<file path="config.mk">
export PLATFORM = sky130hd
export DESIGN_NAME = grad_integrator
export DESIGN_NICKNAME = d
export VERILOG_FILES = /design/src/rtl/ig_pkg.sv /design/src/rtl/pix_accum.sv /design/src/rtl/grad_integrator.sv
export SDC_FILE = /design/constraint.sdc
export NUM_CORES = 1
export LEC_CHECK = 0
export CORE_AREA = 2 2 115 162
export CTS_BUF_LIST = sky130_fd_sc_hd__clkbuf_4
export DETAILED_ROUTE_END_ITERATION = 6
export DIE_AREA = 0 0 117 164
export GPL_TIMING_DRIVEN = 0
export MAX_ROUTING_LAYER = met4
export PLACE_DENSITY_LB_ADDON = 0.1
export REMOVE_ABC_BUFFERS = 1
export SYNTH_ARGS = -nofsm -noshare
export SYNTH_HDL_FRONTEND = slang
export SYNTH_HIERARCHICAL = 1
export SYNTH_SLANG_ARGS = --single-unit
</file>
<file path="constraint.sdc">
create_clock -name clk -period 3.69 [get_ports clk]
set_input_delay 0.369 -clock clk [delete_from_list [all_inputs] [get_ports clk]]
set_output_delay 0.369 -clock clk [all_outputs]
set_load 0.005 [all_outputs]
</file>
<file path="src/rtl/ig_pkg.sv">
// Shared word format and state encoding for the gradient/image memory pair.
// The gradient generator and the integrator both import this package.
package ig_pkg;

    localparam int GRAD_W  = 20;
    localparam int GX_MSB  = 19;
    localparam int GX_LSB  = 10;
    localparam int GY_MSB  = 9;
    localparam int GY_LSB  = 0;
    localparam int PIX_W   = 8;
    localparam int DELTA_W = GX_MSB - GX_LSB + 1;
    localparam int SUM_W   = DELTA_W + 1;

    typedef enum logic [1:0] {
        IDLE = 2'd0,
        RUN  = 2'd1,
        DONE = 2'd2
    } ig_state_e;

endpackage

</file>
<file path="src/rtl/pix_accum.sv">
// Adds a signed 10-bit gradient to an unsigned 8-bit pixel and saturates to 0..255.
// The clamp flag reports that saturation happened.
module pix_accum
    import ig_pkg::*;
(
    input  logic [PIX_W-1:0]   base,
    input  logic [DELTA_W-1:0] delta,
    output logic [PIX_W-1:0]   result,
    output logic               clamped
);

    logic signed [SUM_W-1:0] sum;

    assign sum = $signed({{(SUM_W-PIX_W){1'b0}}, base}) + $signed({delta[DELTA_W-1], delta});

    always_comb begin
        result  = sum[PIX_W-1:0];
        clamped = 1'b0;
        if (sum < 0) begin
            result  = '0;
            clamped = 1'b1;
        end else if (sum > $signed(SUM_W'(255))) begin
            result  = '1;
            clamped = 1'b1;
        end
    end

endmodule

</file>
<file path="src/rtl/grad_integrator.sv">
// Streams {Gx,Gy} words in raster order and rebuilds the 8-bit image by running
// integration, writing one reconstructed pixel per cycle to the image memory.
module grad_integrator
    import ig_pkg::*;
#(
    parameter int W_LOG2 = 8,
    parameter int H_LOG2 = 8
) (
    input  logic                     clk,
    input  logic                     reset,
    input  logic                     start,
    input  logic [PIX_W-1:0]         seed,
    output logic                     grad_rd,
    output logic [W_LOG2+H_LOG2-1:0] grad_addr,
    input  logic [GRAD_W-1:0]        grad_di,
    output logic                     img_wr,
    output logic [W_LOG2+H_LOG2-1:0] img_addr,
    output logic [PIX_W-1:0]         img_do,
    output logic                     busy,
    output logic                     done,
    output logic                     err
);

    localparam int AW    = W_LOG2 + H_LOG2;
    localparam int CNT_W = AW + 1;
    localparam logic [CNT_W-1:0] N_PIX   = CNT_W'(1) << AW;
    localparam logic [CNT_W-1:0] LAST_WR = N_PIX - CNT_W'(1);
    localparam logic [CNT_W-1:0] LAST_RD = N_PIX - CNT_W'(2);

    ig_state_e state_q, state_d;

    logic [CNT_W-1:0]  rd_cnt, wr_cnt;
    logic [PIX_W-1:0]  seed_q, pix, col0_next;
    logic [PIX_W-1:0]  gx_pix, gy_pix, next_pix;
    logic              gx_clamp, gy_clamp, next_clamp;
    logic [W_LOG2-1:0] col;
    logic              row_last, wr_last;

    assign col      = wr_cnt[W_LOG2-1:0];
    assign row_last = (wr_cnt[AW-1:W_LOG2] == '1);
    assign wr_last  = (wr_cnt == LAST_WR);

    pix_accum u_gx_path (
        .base    (pix),
        .delta   (grad_di[GX_MSB:GX_LSB]),
        .result  (gx_pix),
        .clamped (gx_clamp)
    );

    pix_accum u_gy_path (
        .base    (pix),
        .delta   (grad_di[GY_MSB:GY_LSB]),
        .result  (gy_pix),
        .clamped (gy_clamp)
    );

    // Row starts take the column-0 value stored one row earlier; otherwise integrate Gx.
    always_comb begin
        next_pix   = gx_pix;
        next_clamp = gx_clamp;
        if (wr_cnt == '0) begin
            next_pix   = seed_q;
            next_clamp = 1'b0;
        end else if (col == '0) begin
            next_pix   = col0_next;
            next_clamp = 1'b0;
        end
    end

    always_comb begin
        state_d = state_q;
        case (state_q)
            IDLE:    if (start) state_d = RUN;
            RUN:     if (wr_last) state_d = DONE;
            DONE:    state_d = IDLE;
            default: state_d = IDLE;
        endcase
    end

    always_ff @(posedge clk) begin
        if (reset) begin
            state_q   <= IDLE;
            grad_rd   <= 1'b0;
            grad_addr <= '0;
            img_wr    <= 1'b0;
            img_addr  <= '0;
            img_do    <= '0;
            busy      <= 1'b0;
            done      <= 1'b0;
            err       <= 1'b0;
            rd_cnt    <= '0;
            wr_cnt    <= '0;
            seed_q    <= '0;
            pix       <= '0;
            col0_next <= '0;
        end else begin
            state_q <= state_d;
            case (state_q)
                IDLE: begin
                    grad_rd <= 1'b0;
                    img_wr  <= 1'b0;
                    done    <= 1'b0;
                    if (start) begin
                        seed_q    <= seed;
                        err       <= 1'b0;
                        busy      <= 1'b1;
                        grad_rd   <= 1'b1;
                        grad_addr <= '0;
                        rd_cnt    <= CNT_W'(1);
                        wr_cnt    <= '0;
                    end
                end
                RUN: begin
                    // Word N-1 is never needed, so reads end at address N-2.
                    if (rd_cnt <= LAST_RD) begin
                        grad_rd   <= 1'b1;
                        grad_addr <= rd_cnt[AW-1:0];
                        rd_cnt    <= rd_cnt + CNT_W'(1);
                    end else begin
                        grad_rd <= 1'b0;
                    end
                    img_wr   <= 1'b1;
                    img_addr <= wr_cnt[AW-1:0];
                    img_do   <= next_pix;
                    pix      <= next_pix;
                    wr_cnt   <= wr_cnt + CNT_W'(1);
                    if (next_clamp) err <= 1'b1;
                    // Word for column 0 is on grad_di while column 1 is built; pix is P(r,0).
                    if (col == W_LOG2'(1)) begin
                        col0_next <= gy_pix;
                        if (gy_clamp && !row_last) err <= 1'b1;
                    end
                end
                DONE: begin
                    grad_rd <= 1'b0;
                    img_wr  <= 1'b0;
                    busy    <= 1'b0;
                    done    <= 1'b1;
                end
                default: begin
                    grad_rd <= 1'b0;
                    img_wr  <= 1'b0;
                    busy    <= 1'b0;
                    done    <= 1'b0;
                end
            endcase
        end
    end

endmodule
</file>
==> After elaboration in Yosys (flattened, before gate mapping) <==
Cells that the tools add are included.
{ "totals": {"in_bits": 31, "ff_bits": 97, "wordCells": 78} }
{ "classes": {"n_eq_ne": 8, "mux": 35, "order_cmp": 5, "addsub": 4, "bitwise": 1, "n_reduce_logical": 12} }
{ "ops": {"columns": ["operator", "n"], "rows": [
  ["$pmux 17 s2", 2],
  ["$mux 17", 3],
  ["$mux 8", 6],
  ["$add 17x1->17 const B", 2],
  ["$mux 16", 2],
  ["$pmux 16 s2", 1],
  ["$add 9x10->11", 2],
  ["$gt 11x9->1 const B", 2],
  ["$lt 11x1->1 const B", 2],
  ["$eq 17x16->1 const B", 1],
  ["$le 17x16->1 const B", 1],
  ["$logic_not 17->1", 1],
  ["$mux 1", 14],
  ["$reduce_and 2->1", 5],
  ["$eq 8x1->1 const B", 1],
  ["$eq 8x8->1 const B", 1],
  ["$logic_not 8->1", 1],
  ["$pmux 1 s2", 4],
  ["$ne 2x2->1 const B", 3],
  ["$mux 2", 2],
  ["$pmux 2 s2", 1],
  ["$reduce_and 3->1", 1],
  ["$eq 2x1->1 const B", 1],
  ["$eq 2x2->1 const B", 1],
  ["5 further kinds", 5]
]} }

==> Logic depth before layout (Yosys ltp) <==
{ "depth": {"ltp_word": 10, "mapped_depth": 13, "ltp_nobuf": 12} }

==> Hierarchy <==
The synthesis kept the hierarchy.
{ "modules_own_cells": {"columns": ["mod", "n_inst", "area_each_um2", "seq_area_each_um2", "cells_each"], "rows": [
  ["grad_integrator", 1, 4162.7, 1941.9, 474],
  ["pix_accum", 2, 531.8, 0.0, 72]
]} }

==> Worst setup path before layout <==
OpenSTA, ideal clock, no wires.
{ "synth_path": {"kind": "flip-flop to flip-flop", "start": "reg pix[0]", "end": "reg pix[0]", "arrival_time_ns": 2.398, "n_path_buf": 1, "setup_slack_ns": 1.217, "synth_period_minus_slack_ns": 2.473, "setup_ns": 0.074, "stages_incl_launch_ff": 14, "t_required_ns": 3.616, "cell_sequence": "dfxtp_1 -> ha_1 -> inv_1 -> fa_1 -> nor2b_4 -> o2111ai_1 -> a31oi_1 -> or2_1 -> buf_6 -> o21ai_2 -> a2111oi_2 -> mux2_2 -> nor2_1 -> o21ai_0"} }
{ "synth_between": {"elab_chain_len": 6, "word_cells_on_any_way": 7, "classes_between": "add/sub (1); order compare (2); mux (4)"} }
{ "synth_rtl": {"columns": ["item", "line", "source"], "rows": [
  ["from (decl)", "grad_integrator.sv:33", "logic [PIX_W-1:0] seed_q, pix, col0_next;"],
  ["from (signal assigned)", "grad_integrator.sv:125", "pix <= next_pix;"],
  ["$add 9x10->11 *", "pix_accum.sv:14", "assign sum = $signed({{(SUM_W-PIX_W){1'b0}}, base}) + $signed({delta[DELTA_W-1], delta});"],
  ["$gt 11x9->1", "pix_accum.sv:22", "end else if (sum > $signed(SUM_W'(255))) begin"],
  ["$mux 8", "pix_accum.sv:22", null],
  ["$mux 8 *", "pix_accum.sv:19", "if (sum < 0) begin"],
  ["net gx_pix[0]", "grad_integrator.sv:34", "logic [PIX_W-1:0] gx_pix, gy_pix, next_pix;"],
  ["$mux 8 *", "grad_integrator.sv:64", "end else if (col == '0) begin"],
  ["$mux 8 *", "grad_integrator.sv:61", "if (wr_cnt == '0) begin"]
]} }
Mark *: on every way through the listed nets, which the timed path passes. The rest lies on a longest branch.
A chain may end at the register's enable or synchronous reset.

==> Worst setup path in the final report <==
Ends and elaborated chain as after synthesis.

==> reports/qor.yml <==
outcome:
  status: "completed"
timing:
  slew_violations: 0
  fmax_ghz: 0.336
  fin_crit_ns: 2.97
  skew_ns: 0.0147
  worst_pin_slew_ns: 0.944
  setup_viol: 0
  hold-worst-slack_ns: 0.355
  hold_violations: 0
  finalWorstSetupSlack_ns: 0.717
  grt_setup_unrepaired: "false"
  fin_crit_sh_pct: 80.6
  relSlewSlack_pct: 36.8
power:
  p_int_uw: 1500
  p_comb_share_pct: 16.3
  p_clk_share_pct: 30.7
  pwr_density_cell_nw_per_um2: 325
  p_seq_share_pct: 53.0
  p_sw_uw: 559
  leakagePower_uw: 0.00235
  peakVddDrop_v: 0.000141
  sw_frac_of_total_pct: 27.2
critical_path:
  critical_path.endpoint: "pix[0]"
  worstPathRequired_ns: 4.07
  startpoint: "pix[0]"
  r2r_slack_ns: 0.72
  critPathMaxFanout: 7
  reg2reg_depth: 12
  rr_startpoint: "pix[0]"
  crit_path_start_kind: "flop"
  cp-end-kind: "flop"
  cp_data_arrival_time_ns: 3.35
  r2r_end: "pix[0]"
  crit_type: "reg2reg"
floorplan:
  start_util_pct: 29.4
  die-area_um2: 19200
  rows: 58
  core_um2: 17800
  io_pins: 76
  die_x_um: 117
  die_height_um: 164
place:
  pre_cts_slack_ns: 0.316
  io_buffers: 75
  hpwl_mm: 10.2
  place.gp.congestion: 0.830
detailed_routing:
  drtAntennaViolNets: 0
  drt_iter0_drc: 171
  route.vias.total: 4571
  totalWireLength_mm: 13.8
  via_per_inst: 4.97
  route.detailed.drc: 0
  first_pass_iters: 4
  wire_per_inst_um: 15.1
finish:
  utilization_pct: 35.6
  num-fill-cells: 1887
  nNetsFinal: 729
  drive_above_1_share_pct: 9.00
  synthToLayoutAreaGrowth_pct: 21.2
global_routing:
  grt_pass1_vias: 4459
  antenna_found_initial: 1
  grt_usage_pct: 15.5
  overflow: 0
  grt_max_degree: 41
  grt_pass1_wl_mm: 22.8
logic_synthesis:
  synth.distinct_cells: 62
  synth_seq_cells: 97
  async_flop_share_pct: 0
  syn-cell-area_um2: 5230
  synth_top_area_share_pct: 37.2
  yosysTopAreaCell: "dfxtp_1"
  ys_dominant_reg_cell: "dfxtp_1"
  avgSynthCellArea_um2: 8.46
  synth.area.top_cells: "dfxtp_1 37%, nand2_1 5.6%, ha_1 5.3%"
  synth.yosys.warnings: 6
  synthCells: 618
  synth_edf_count: 0
  seq_area_frac_synth_pct: 37.2
clock_network:
  cts.sinks: 97
  clk_pin_slew_worst_paths_ns: 0.14
  cts-resized-gates: 0
  cts.path.max_buffers: 2
  cts_tree: "yes"
  clk_root_buffer_cell: "clkbuf_4"
  htree_levels: 3
  post_cts_buffers: 0
  cts_inserted_buffers: 9
  clk_latency_ns: 0.45
  hold_buffers: 0
flow_run:
  max_cap_viol_count: 0
worst_hold_path:
  hold_path_class: "in2reg"
==> layout by cell type (no fill, tap or decap), drive strengths merged, types with 3 or more instances in the layout <==
| cell | n |
|---|---|
| a21o | 9 |
| clkdlybuf4s50 | 74 |
| and4 | 3 |
| nand3 | 14 |
| xor2 | 8 |
| mux2i | 9 |
| inv | 19 |
| buf | 3 |
| nor4 | 9 |
| nand3b | 9 |
| clkbuf | 11 |
| nand4 | 8 |
| a22o | 16 |
| mux2 | 13 |
| nor2 | 67 |
| a41oi | 3 |
| a41o | 3 |
| nor2b | 6 |
| a2111oi | 7 |
| o211ai | 6 |
| or3 | 5 |
| nand2 | 78 |
| clkinv | 4 |
| o21ai | 32 |
| a311oi | 5 |
| nand2b | 8 |
| and3 | 9 |
| a31oi | 8 |
| a21oi | 51 |
| a211oi | 9 |
| nor3 | 8 |
| dfxtp | 97 |
| ha | 22 |
| and2 | 5 |
| or2 | 5 |
| xnor2 | 13 |
==> synth_stat cells (4+ instances only) <==
library cell,n
dfxtp_1,97
nand2_1,78
nor2_1,66
a21oi_1,51
o21ai_0,28
clkbuf_1,22
ha_1,22
inv_1,19
a22o_1,16
nand3_1,14
mux2_2,13
xnor2_1,13
a211oi_1,9
a21o_1,9
and3_1,9
mux2i_1,9
nand3b_1,9
nand2b_1,8
nor3_1,8
xor2_1,8
a31oi_1,7
nor4_1,7
nand4_1,6
a311oi_1,5
and2_1,5
or3_1,5
a2111oi_2,4
nor2b_1,4
o211ai_1,4
o21ai_2,4
==> worst max-delay path, cell delays in order, from the launching register on <==
cell and delay, ns:
dfxtp_1 0.46, ha_1 0.23, inv_1 0.06, fa_1 0.43, nor2b_4 0.13, o2111ai_1 0.14, a31oi_1 0.21, or2_1 0.29
o21ai_2 0.10, a2111oi_2 0.44, mux2_2 0.23, nor2_1 0.03, o21ai_0 0.16
==> registers in the layout, indices dropped and copies added, names as in the netlist <==
name,flops
busy,1
done,1
pix,8
grad_rd,1
rd_cnt,17
img_addr,16
grad_addr,16
wr_cnt,17
img_wr,1
state_q,2
seed_q,8
err,1
col0_next,8
==> stage by stage <==
stage | instance area, um^2 | setup TNS [ns] | instances | total power [uW]
after floorplan | 5070 | 0 | 586 | 1310
after CTS | 6330 | 0 | 918 | 2090
after detailed placement | 6180 | 0 | 903 | 1450
after global placement | 6130 | -8.23 | 901 | 1440
after global routing | 6330 | 0 | 919 | 2160
final | 6330 | 0 | 919 | 2050
==> layout make-up <==
| cell class | count | area, um^2 | area share, % |
|---|---|---|---|
| tap | 240 | 300 | 4.74 |
| timing repair buffer | 77 | 793 | 12.5 |
| antenna | 1 | 2.50 | 0.0395 |
| inverter | 21 | 81.3 | 1.28 |
| sequential | 97 | 1940 | 30.7 |
| clock buffer | 11 | 82.6 | 1.30 |
| clock inverter | 4 | 68.8 | 1.09 |
| multi-input combinational | 468 | 3060 | 48.4 |
==> cells by family (layout without fill, tap and decap cells) <==
logic type               count (synthesis)  in the layout  synth area share (%)
AND/OR/NAND/NOR                        241            241                  23.2
buffers and inverters                   53            113                  4.45
other                                    0              1                     0
XOR/XNOR                                21             21                  3.52
multiplexers                            22             22                  4.52
flip-flops                              97             97                  37.2
AO/OA/AOI/OAI                          160            160                  21.1
adder cells (fa/ha/maj)                 24             24                  6.03
==> metal layers <==
layer  part of all wire (%)  track usage [%]
met5                      0                -
met4                    1.5             4.71
met3                    3.4             2.44
met2                     51             26.9
met1                     44             18.3
==> power by group through the flow <==
stage / Sequential, uW / Combinational [uW] / Clock (uW)
detailed placement: 1110 / 338 / 0
CTS: 1090 / 340 / 660
global route: 1090 / 373 / 696
global placement: 1110 / 328 / 0
finish: 1090 / 334 / 631
floorplan: 1100 / 202 / 0
==> how the worst min path moves through the flow <==
stage / to / cells past startpoint / start
floorplan: seed_q[0] / 2 / seed_q[0]
global placement: seed_q[0] / 2 / seed_q[0]
detailed placement: seed_q[1] / 2 / seed_q[1]
CTS: wr_cnt[12] / 2 / reset
global route: wr_cnt[5] / 2 / reset
finish: wr_cnt[14] / 2 / reset
No activity file was read; power rests on OpenSTA's default activity.
